**config.mk**
```make
export PLATFORM = sky130hd
export DESIGN_NAME = alu_execute_stage
export DESIGN_NICKNAME = d
export VERILOG_FILES = /design/src/rtl/alu_pkg.sv /design/src/rtl/alu_skid_buffer.sv /design/src/rtl/alu_execute_stage.sv
export SDC_FILE = /design/constraint.sdc
export NUM_CORES = 1
export LEC_CHECK = 0
export ABC_AREA = 1
export BUFFER_PORTS_ARGS = -buffer_cell sky130_fd_sc_hd__buf_2
export CORE_MARGIN = 2
export CORE_UTILIZATION = 40
export CTS_BUF_LIST = sky130_fd_sc_hd__clkbuf_8
export CTS_CLUSTER_SIZE = 14
export DETAILED_ROUTE_END_ITERATION = 16
export SLEW_MARGIN = 30
export SYNTH_ARGS = -nofsm -noshare
export SYNTH_HDL_FRONTEND = slang
export SYNTH_SLANG_ARGS = --single-unit
```
**constraint.sdc**
```tcl
create_clock -name clk_in -period 6 [get_ports clk_in]
set_input_delay 0.6 -clock clk_in [delete_from_list [all_inputs] [get_ports clk_in]]
set_output_delay 0.6 -clock clk_in [all_outputs]
set_load 0.01 [all_outputs]
```
**src/rtl/alu_pkg.sv**
```systemverilog
// Shared definitions for the ALU execute stage: control-word layout, field
// encodings and NZCV flag positions.
package alu_pkg;

   localparam int CW_CIN_MSB = 7;
   localparam int CW_CIN_LSB = 6;
   localparam int CW_INV_MSB = 5;
   localparam int CW_INV_LSB = 4;
   localparam int CW_BIC_BIT = 3;
   localparam int CW_OP_MSB  = 2;
   localparam int CW_OP_LSB  = 0;

   typedef enum logic [1:0] {
      CIN_ZERO     = 2'b00,
      CIN_ONE      = 2'b01,
      CIN_FLAG     = 2'b10,
      CIN_FLAG_ALT = 2'b11
   } cin_sel_e;

   typedef enum logic [1:0] {
      INV_NONE = 2'b00,
      INV_B    = 2'b01,
      INV_A    = 2'b10,
      INV_RSVD = 2'b11
   } inv_sel_e;

   typedef enum logic [2:0] {
      OP_ADD   = 3'b000,
      OP_OR    = 3'b001,
      OP_AND   = 3'b010,
      OP_MVN   = 3'b011,
      OP_XOR   = 3'b100,
      OP_MOV   = 3'b101,
      OP_ZERO0 = 3'b110,
      OP_ZERO1 = 3'b111
   } alu_op_e;

   localparam int FLAG_N = 3;
   localparam int FLAG_Z = 2;
   localparam int FLAG_C = 1;
   localparam int FLAG_V = 0;

endpackage

```
**src/rtl/alu_skid_buffer.sv**
```systemverilog
// Two-entry in-order output buffer with a registered ready, so the upstream
// ready never depends combinationally on out_ready. Present only with ALU_SKID_BUF_EN.
`ifdef ALU_SKID_BUF_EN
module alu_skid_buffer #(
   parameter int PAYLOAD_W = 8
) (
   input  logic                 clk,
   input  logic                 rst,
   input  logic                 in_valid,
   output logic                 in_ready,
   input  logic [PAYLOAD_W-1:0] in_data,
   output logic                 out_valid,
   input  logic                 out_ready,
   output logic [PAYLOAD_W-1:0] out_data
);

   logic [PAYLOAD_W-1:0] head_r;
   logic [PAYLOAD_W-1:0] skid_r;
   logic [1:0]           count_r;
   logic                 ready_r;
   logic                 valid_r;
   logic                 push_s;
   logic                 pop_s;
   logic [1:0]           count_next_s;

   // Handshake decode and next occupancy
   always_comb begin
      push_s       = in_valid & ready_r & ~rst;
      pop_s        = valid_r & out_ready;
      count_next_s = count_r;
      case ({push_s, pop_s})
         2'b10:   count_next_s = count_r + 2'd1;
         2'b01:   count_next_s = count_r - 2'd1;
         default: count_next_s = count_r;
      endcase
   end

   // Entry storage; head always holds the oldest result
   always_ff @(posedge clk) begin
      if (rst) begin
         head_r  <= {PAYLOAD_W{1'b0}};
         skid_r  <= {PAYLOAD_W{1'b0}};
         count_r <= 2'd0;
         ready_r <= 1'b1;
         valid_r <= 1'b0;
      end else begin
         count_r <= count_next_s;
         ready_r <= (count_next_s != 2'd2);
         valid_r <= (count_next_s != 2'd0);
         case ({push_s, pop_s})
            2'b10: begin
               if (count_r == 2'd0) head_r <= in_data;
               else                 skid_r <= in_data;
            end
            2'b01: begin
               if (count_r == 2'd2) head_r <= skid_r;
            end
            // push with pop only happens at occupancy 1
            2'b11:   head_r <= in_data;
            default: head_r <= head_r;
         endcase
      end
   end

   assign in_ready  = ready_r;
   assign out_valid = valid_r;
   assign out_data  = head_r;

endmodule
`endif

```
**src/rtl/alu_execute_stage.sv**
```systemverilog
// ARM execute-stage ALU with NZCV flag register and one registered cycle of latency.
// Define ALU_SKID_BUF_EN for a 2-entry output skid buffer instead of a single register.
module alu_execute_stage
   import alu_pkg::*;
#(
   parameter int DATA_W = 32
) (
   input  logic              clk_in,
   input  logic              rst_in,
   input  logic              in_valid_in,
   output logic              in_ready_out,
   input  logic [7:0]        control_signals_in,
   input  logic [DATA_W-1:0] operand_a_in,
   input  logic [DATA_W-1:0] operand_b_in,
   input  logic              shift_carry_in,
   input  logic              set_flags_in,
   input  logic              write_en_in,
   input  logic [3:0]        rd_in,
   output logic              out_valid_out,
   input  logic              out_ready_in,
   output logic [DATA_W-1:0] result_out,
   output logic [3:0]        rd_out,
   output logic              write_en_out,
   output logic [3:0]        flags_out
);

   logic [DATA_W-1:0] a_arith_s;
   logic [DATA_W-1:0] b_arith_s;
   logic [DATA_W-1:0] b_logic_s;
   logic [DATA_W:0]   sum_s;
   logic              cin_s;
   logic [DATA_W-1:0] result_s;
   logic              carry_s;
   logic              ovf_s;
   logic [3:0]        flags_next_s;
   logic [3:0]        flags_r;
   logic              accept_s;

   // ALU datapath and candidate NZCV
   always_comb begin
      a_arith_s = operand_a_in;
      b_arith_s = operand_b_in;
      case (control_signals_in[CW_INV_MSB:CW_INV_LSB])
         INV_B:   b_arith_s = ~operand_b_in;
         INV_A:   a_arith_s = ~operand_a_in;
         default: begin
            a_arith_s = operand_a_in;
            b_arith_s = operand_b_in;
         end
      endcase

      case (control_signals_in[CW_CIN_MSB:CW_CIN_LSB])
         CIN_ZERO: cin_s = 1'b0;
         CIN_ONE:  cin_s = 1'b1;
         default:  cin_s = flags_r[FLAG_C];
      endcase

      sum_s = {1'b0, a_arith_s} + {1'b0, b_arith_s} + {{DATA_W{1'b0}}, cin_s};

      if (control_signals_in[CW_BIC_BIT]) b_logic_s = ~operand_b_in;
      else                                b_logic_s = operand_b_in;

      result_s = {DATA_W{1'b0}};
      carry_s  = shift_carry_in;
      ovf_s    = flags_r[FLAG_V];
      case (control_signals_in[CW_OP_MSB:CW_OP_LSB])
         OP_ADD: begin
            result_s = sum_s[DATA_W-1:0];
            carry_s  = sum_s[DATA_W];
            ovf_s    = (a_arith_s[DATA_W-1] == b_arith_s[DATA_W-1]) &
                       (sum_s[DATA_W-1] != a_arith_s[DATA_W-1]);
         end
         OP_AND:  result_s = operand_a_in & b_logic_s;
         OP_XOR:  result_s = operand_a_in ^ b_logic_s;
         OP_OR:   result_s = operand_a_in | b_logic_s;
         OP_MOV:  result_s = b_logic_s;
         OP_MVN:  result_s = ~b_logic_s;
         default: result_s = {DATA_W{1'b0}};
      endcase

      flags_next_s = {result_s[DATA_W-1], (result_s == {DATA_W{1'b0}}), carry_s, ovf_s};
   end

   assign accept_s = in_valid_in & in_ready_out & ~rst_in;

   // Architectural flag register, updated at acceptance when S is set
   always_ff @(posedge clk_in) begin
      if (rst_in)                         flags_r <= 4'b0000;
      else if (accept_s & set_flags_in)   flags_r <= flags_next_s;
      else                                flags_r <= flags_r;
   end

   assign flags_out = flags_r;

`ifdef ALU_SKID_BUF_EN
   logic [DATA_W+4:0] skid_out_s;

   alu_skid_buffer #(
      .PAYLOAD_W(DATA_W + 5)
   ) u_skid (
      .clk       (clk_in),
      .rst       (rst_in),
      .in_valid  (in_valid_in),
      .in_ready  (in_ready_out),
      .in_data   ({result_s, rd_in, write_en_in}),
      .out_valid (out_valid_out),
      .out_ready (out_ready_in),
      .out_data  (skid_out_s)
   );

   assign result_out   = skid_out_s[DATA_W+4:5];
   assign rd_out       = skid_out_s[4:1];
   assign write_en_out = skid_out_s[0];
`else
   logic              valid_r;
   logic [DATA_W-1:0] result_r;
   logic [3:0]        rd_r;
   logic              write_en_r;

   assign in_ready_out = ~valid_r | out_ready_in;

   // Single output register; payload only changes on acceptance
   always_ff @(posedge clk_in) begin
      if (rst_in) begin
         valid_r    <= 1'b0;
         result_r   <= {DATA_W{1'b0}};
         rd_r       <= 4'd0;
         write_en_r <= 1'b0;
      end else if (accept_s) begin
         valid_r    <= 1'b1;
         result_r   <= result_s;
         rd_r       <= rd_in;
         write_en_r <= write_en_in;
      end else if (out_ready_in) begin
         valid_r    <= 1'b0;
      end
   end

   assign out_valid_out = valid_r;
   assign result_out    = result_r;
   assign rd_out        = rd_r;
   assign write_en_out  = write_en_r;
`endif

endmodule

```
# Yosys cells after proc, flatten, opt, wreduce, memory -nomap -nowiden
# Cells that the tools add are included.
word_totals:
  register_bits: 42
  input_bits: 83
  out_inout_bits: 43
  elab_cells: 44
op_classes:
  n_addsub: 2
  n_eq_ne: 10
  muxes: 8
  n_bitwise: 13
  n_reduce_logical: 5
ops:
  columns: ["op", "count"]
  rows:
  - ["one-hot mux 32 bit (6 select lines)", 1]
  - ["2-to-1 mux 32 bit", 3]
  - ["NOT 32 bit", 3]
  - ["adder 32 x 32 -> 33 bit", 1]
  - ["adder 33 x 1 -> 33 bit", 1]
  - ["AND 32 bit", 1]
  - ["zero test 32 bit", 1]
  - ["bitwise OR 32 bit", 1]
  - ["bitwise XOR 32 bit", 1]
  - ["== test 3 x 2 -> 1 bit (second input constant)", 2]
  - ["== test 3 bit (second input constant)", 2]
  - ["AND 1 bit", 4]
  - ["== test 2 x 1 -> 1 bit (second input constant)", 2]
  - ["== test 3 x 1 -> 1 bit (second input constant)", 1]
  - ["zero test 3 bit", 1]
  - ["2-to-1 mux 1 bit", 3]
  - ["== test 2 bit (second input constant)", 1]
  - ["zero test 2 bit", 1]
  - ["NOT 1 bit", 2]
  - ["one-hot mux 1 bit (2 select lines)", 1]
  - ["AND reduction 2 bit", 1]
  - ["nonzero test 2 bit", 1]
  - ["== test 1 bit", 1]
  - ["inequality test 1 bit", 1]
  - ["bitwise OR 1 bit", 1]

# Longest topological paths before layout
depth:
  depth_word: 6
  mapped_depth: 24
  ltp_nobuf: 23

# Worst setup path after synthesis
# Ideal clock, no wire load.
synth_timing:
  path_kind: "input to register"
  from: "input control_signals_in[4]"
  to: "register flags_r[2] (netlist: flags_out[2])"
  setup_ps: 67
  arrival_ps: 3306
  required_time_ps: 5933
  setup_slack_ps: 2627
  path_stages: 24
  n_path_buf: 1
  cell_sequence: "inv_1 > nand2_1 > buf_1 > xor2_1 > fa_1 > inv_1 > fa_1 > inv_1 > nand2_1 > nand2_1 > nand3_1 > nand2_1 > nand2_1 > nand2_1 > nand2_1 > nand2_1 > nand2_1 > nand3_1 > nand2_1 > nor2_1 > nand3_1 > nor2_1 > nand2_1 > a21oi_2"
synth_via:
  elab_chain_cells: 6
  elab_cells_between_ends: 8
  cone_classes: "2 x add/sub; 2 x eq/ne; 3 x mux; 1 x reduce/logical"
synth_lines:
  columns: ["element", "line", "rtl"]
  rows:
  - ["start: declaration", "alu_execute_stage.sv:12", "input logic [7:0] control_signals_in,"]
  - ["== test 2 bit or == test 2 x 1 -> 1 bit (tied branches)", "alu_execute_stage.sv:43", "case (control_signals_in[CW_INV_MSB:CW_INV_LSB])"]
  - ["2-to-1 mux 32 bit", "alu_execute_stage.sv:43", null]
  - ["adder 32 x 32 -> 33 bit *", "alu_execute_stage.sv:58", "sum_s = {1'b0, a_arith_s} + {1'b0, b_arith_s} + {{DATA_W{1'b0}}, cin_s};"]
  - ["adder 33 x 1 -> 33 bit *", "alu_execute_stage.sv:58", null]
  - ["one-hot mux 32 bit (6 select lines) *", "alu_execute_stage.sv:66", "case (control_signals_in[CW_OP_MSB:CW_OP_LSB])"]
  - ["zero test 32 bit *", "alu_execute_stage.sv:81", "flags_next_s = {result_s[DATA_W-1], (result_s == {DATA_W{1'b0}}), carry_s, ovf_s};"]
  - ["end signal: assignment", "alu_execute_stage.sv:89", "else if (accept_s & set_flags_in) flags_r <= flags_next_s;"]
  - ["end signal: assignment", "alu_execute_stage.sv:90", "else flags_r <= flags_r;"]
  - ["end: declaration", "alu_execute_stage.sv:36", "logic [3:0] flags_r;"]
# Mark *: on every way between the ends. The rest lies on a longest branch, timed or not.
# A chain may end at the register's enable or synchronous reset.

# Final worst setup path
# Ends and elaborated chain as after synthesis.

==> results summary <==
The flow ran to the end, and the final reports show no timing, DRC or antenna violations. The number of antenna violations at the first check in global routing is 0. The startpoint type of the worst setup path is an input port. The actual transition at the worst max-transition pin came out at 783 ps. Once the clock tree was built, the setup fixing pass inserted 0 buffers. The estimated wirelength of the detail-placed design is 20.1 mm. The number of flip-flops and latches in the synthesized netlist came out at 42. The post-cts resize count is 0. Headroom to the max-slew limit came out at 0.476. The total wire length after detailed routing came out at 25.3 mm. For this run, the total global-route usage over all layers was measured as 0.252. The later pin in the worst-skew pair is clocked with a latency of 290 ps.

The mapped cell area is 7650 um2. The internal power component came out at 695 uW. Setup slack on the critical path of the routed design comes to 2320 ps. Setup violations remaining at the end of the flow were counted as 0. TritonCTS created 5 clock buffers. The width of the die came out at 142 um. The region available for standard cell placement spans 18700 um2.

The number of max-slew violations in the final report came out at 0. The count of different cell masters after synthesis came out at 40. The via count of the first global-routing pass is 7768. The portion of the post-synthesis area used by sequential elements came out at 0.110.

The hold-fix buffer count after cts is 0. The setup TNS after final layout is 0 ps. The initial detailed-routing violation count came out at 493. The number of max-cap violations is 0. The starting density of the core is 0.409.

Yosys printed 0 warnings. The share of the clock period used by the worst path after layout came out at 0.613. Setup repair after global routing left no endpoint under its margin.

The via count of the routed design came out at 8142. Using the TritonRoute via totals, the vias-per-cell ratio works out to 4.92. The number of design rule violations left after detail routing came out at 0. The achievable frequency came out at 272 MHz.

For this run, the detailed router's first-pass iteration total came to 5. For this design the total switching power over the nets is 698 uW. Dividing total power by cell area gives a power density of 164 nW/um2.

The number of routed nets with antenna violations is 0. The weighted congestion reported at the end of routability-driven placement came out at 0.937. The number of sinks handled by clock tree synthesis is 42. The count of flip-flops with a built-in enable after synthesis is 0. The tree is rooted in a clkbuf_8.

126 I/O pins were placed. The fraction of synthesis flops using an asynchronous set or reset pin came out at 0. TritonCTS built the clock tree. The final critical delay including setup and external delays came out at 3680 ps. The data arrival time of the critical path is 3910 ps. For this run the aggregate overflow at the end of global routing stands at 0. The number of antenna cells inserted came out at 0.

The count of buffers added on input and output ports is 125. The leakage power figure is 5.09 nW. The site row count came out at 50. In this run the worst hold path is classified as reg2reg. The worst supply voltage drop on vdd came out at 78.9 uV.

The maximum clock path buffer count is 2. The library cell used most frequently in the layout, excluding fill and tap cells, is nand2_1. The library cells used most frequently in the layout, excluding fill and tap cells, are nand2_1 (427), inv_1 (259), buf_2 (125). The worst setup path is captured at a flop. The routed length per instance is 15.3 um.

The clock transition time at the flip-flop clock pins of the worst setup and hold paths came out at 80 ps. The portion of total power attributed to the clock network came out at 0.120. The combinational share of power came out at 0.655. The final net count came out at 1600.

The final worst clock skew is 8.43 ps. The die outline area is 20200 um2. The average instance area after synthesis came out at 5.80 um2. In this run the worst path has a maximum fanout of 32. The maximum number of pins on one net before global-route repair came out at 33. The relative contribution of sequential cells to total power came out at 0.224. The type of the worst setup path is in2reg. The synthesized netlist net count is 1498. Data on the critical path is required at its endpoint by 6230 ps.

From bottom edge to top edge, the die measures 142 um. The area growth from synthesis to final layout is 11.0%. After technology mapping, the gate count stands at 1318. The switching share of total power came out at 0.501. Among all flip-flop cells after synthesis, the most frequent one is dfxtp_1.

The fraction of final layout cells with drive strength greater than 1 came out at 0.115. The worst slack at placement is 2030 ps. The hold violation count in the final report is 0. The H-tree generated during clock tree synthesis spans 2 levels. The wire length of the first global-routing pass came out at 40.2 mm.
-- power groups by stage --
stage / sequential, mW / combinational [mW] / clock, mW
6_report: 0.313 / 0.914 / 0.167
5_1_grt: 0.315 / 1.04 / 0.183
4_1_cts: 0.313 / 0.910 / 0.171
3_5_place_dp: 0.319 / 0.904 / 0
3_3_place_gp: 0.319 / 0.900 / 0
2_1_floorplan: 0.328 / 0.634 / 0
-- metal layers --
layer	track usage	share of wire	wire, um
met1	0.331	0.45	11400
met2	0.445	0.47	11900
met3	0.0242	0.054	1360
met4	0.0547	0.021	536
met5	0	0	0
-- final timing paths --
path,from,endpoint,slack [ps],depth (start not counted)
min,rd_out[1],rd_out[1],470,2
min reg2reg,rd_out[1],rd_out[1],470,2
max,control_signals_in[4],flags_out[2],2320,24
max reg2reg,flags_out[1],flags_out[2],3000,21
-- state kept, by name (all words and copies together), names as in the netlist --
name           count
out_valid_out      1
result_out        32
flags_out          4
rd_out             4
write_en_out       1
-- synthesized netlist by cell type, drive strengths merged, types with 2 or more instances --
| master | n | share of area |
|---|---|---|
| a211oi | 3 | 0.0029 |
| a21oi | 32 | 0.021 |
| a221oi | 12 | 0.018 |
| a31oi | 2 | 0.0016 |
| and2 | 3 | 0.0025 |
| buf | 24 | 0.024 |
| clkbuf | 14 | 0.0069 |
| dfxtp | 42 | 0.11 |
| fa | 2 | 0.0052 |
| ha | 95 | 0.16 |
| inv | 262 | 0.13 |
| nand2 | 428 | 0.21 |
| nand3 | 77 | 0.051 |
| nand3b | 10 | 0.0098 |
| nand4 | 10 | 0.0082 |
| nor2 | 116 | 0.057 |
| nor3 | 5 | 0.0033 |
| o211ai | 20 | 0.020 |
| o21ai | 51 | 0.033 |
| or2 | 3 | 0.0025 |
| xnor2 | 62 | 0.079 |
| xor2 | 37 | 0.042 |
-- final cells by class --
cell class	instances	area (um2)
Inverter	263	987
Tap cell	234	293
Timing Repair Buffer	133	686
Clock inverter	2	7.51
Multi-Input combinational cell	975	5610
Sequential cell	42	841
Fill cell	2051	10200
Clock buffer	5	68.8
-- critical path, cell delays in order --
cell and delay, ps:
buf_2 100, inv_1 90, or2_4 560, xor2_1 240
fa_1 300, inv_1 90, fa_1 440, inv_1 130
nand2_1 70, nand2_1 90, nand3_1 90, nand2_1 120
nand2_1 60, nand3_1 60, nand2_1 70, nor2_1 100
nand2_1 60, nor2_1 140, nand2_1 60, nor2_1 100
nand2_1 80, nor2_1 80, nand2_1 70, a21oi_2 100
-- per-stage QoR --
step / instances / hold slack (ps) / power [mW] / instance area [um2] / utilization
6_report: 1654 / 466 / 1.39 / 8490 / 0.454
3_3_place_gp: 1647 / 451 / 1.22 / 8400 / 0.449
2_1_floorplan: 1318 / 490 / 0.962 / 7650 / -
4_1_cts: 1654 / 468 / 1.39 / 8490 / 0.454
3_5_place_dp: 1647 / 456 / 1.22 / 8410 / 0.450
5_1_grt: 1654 / 487 / 1.54 / 8490 / 0.454
-- cells by family after synthesis --
logic type,Yosys count,synth area share
and+or+nand+nor,654,0.346
buffers and inverters,301,0.160
AOI/OAI and AO/OA,124,0.101
xor gates and xnor gates,99,0.122
adders and majority gates,97,0.161
DFF,42,0.110
muxes,1,0.00147
No activity file was read; power rests on OpenSTA's default activity.
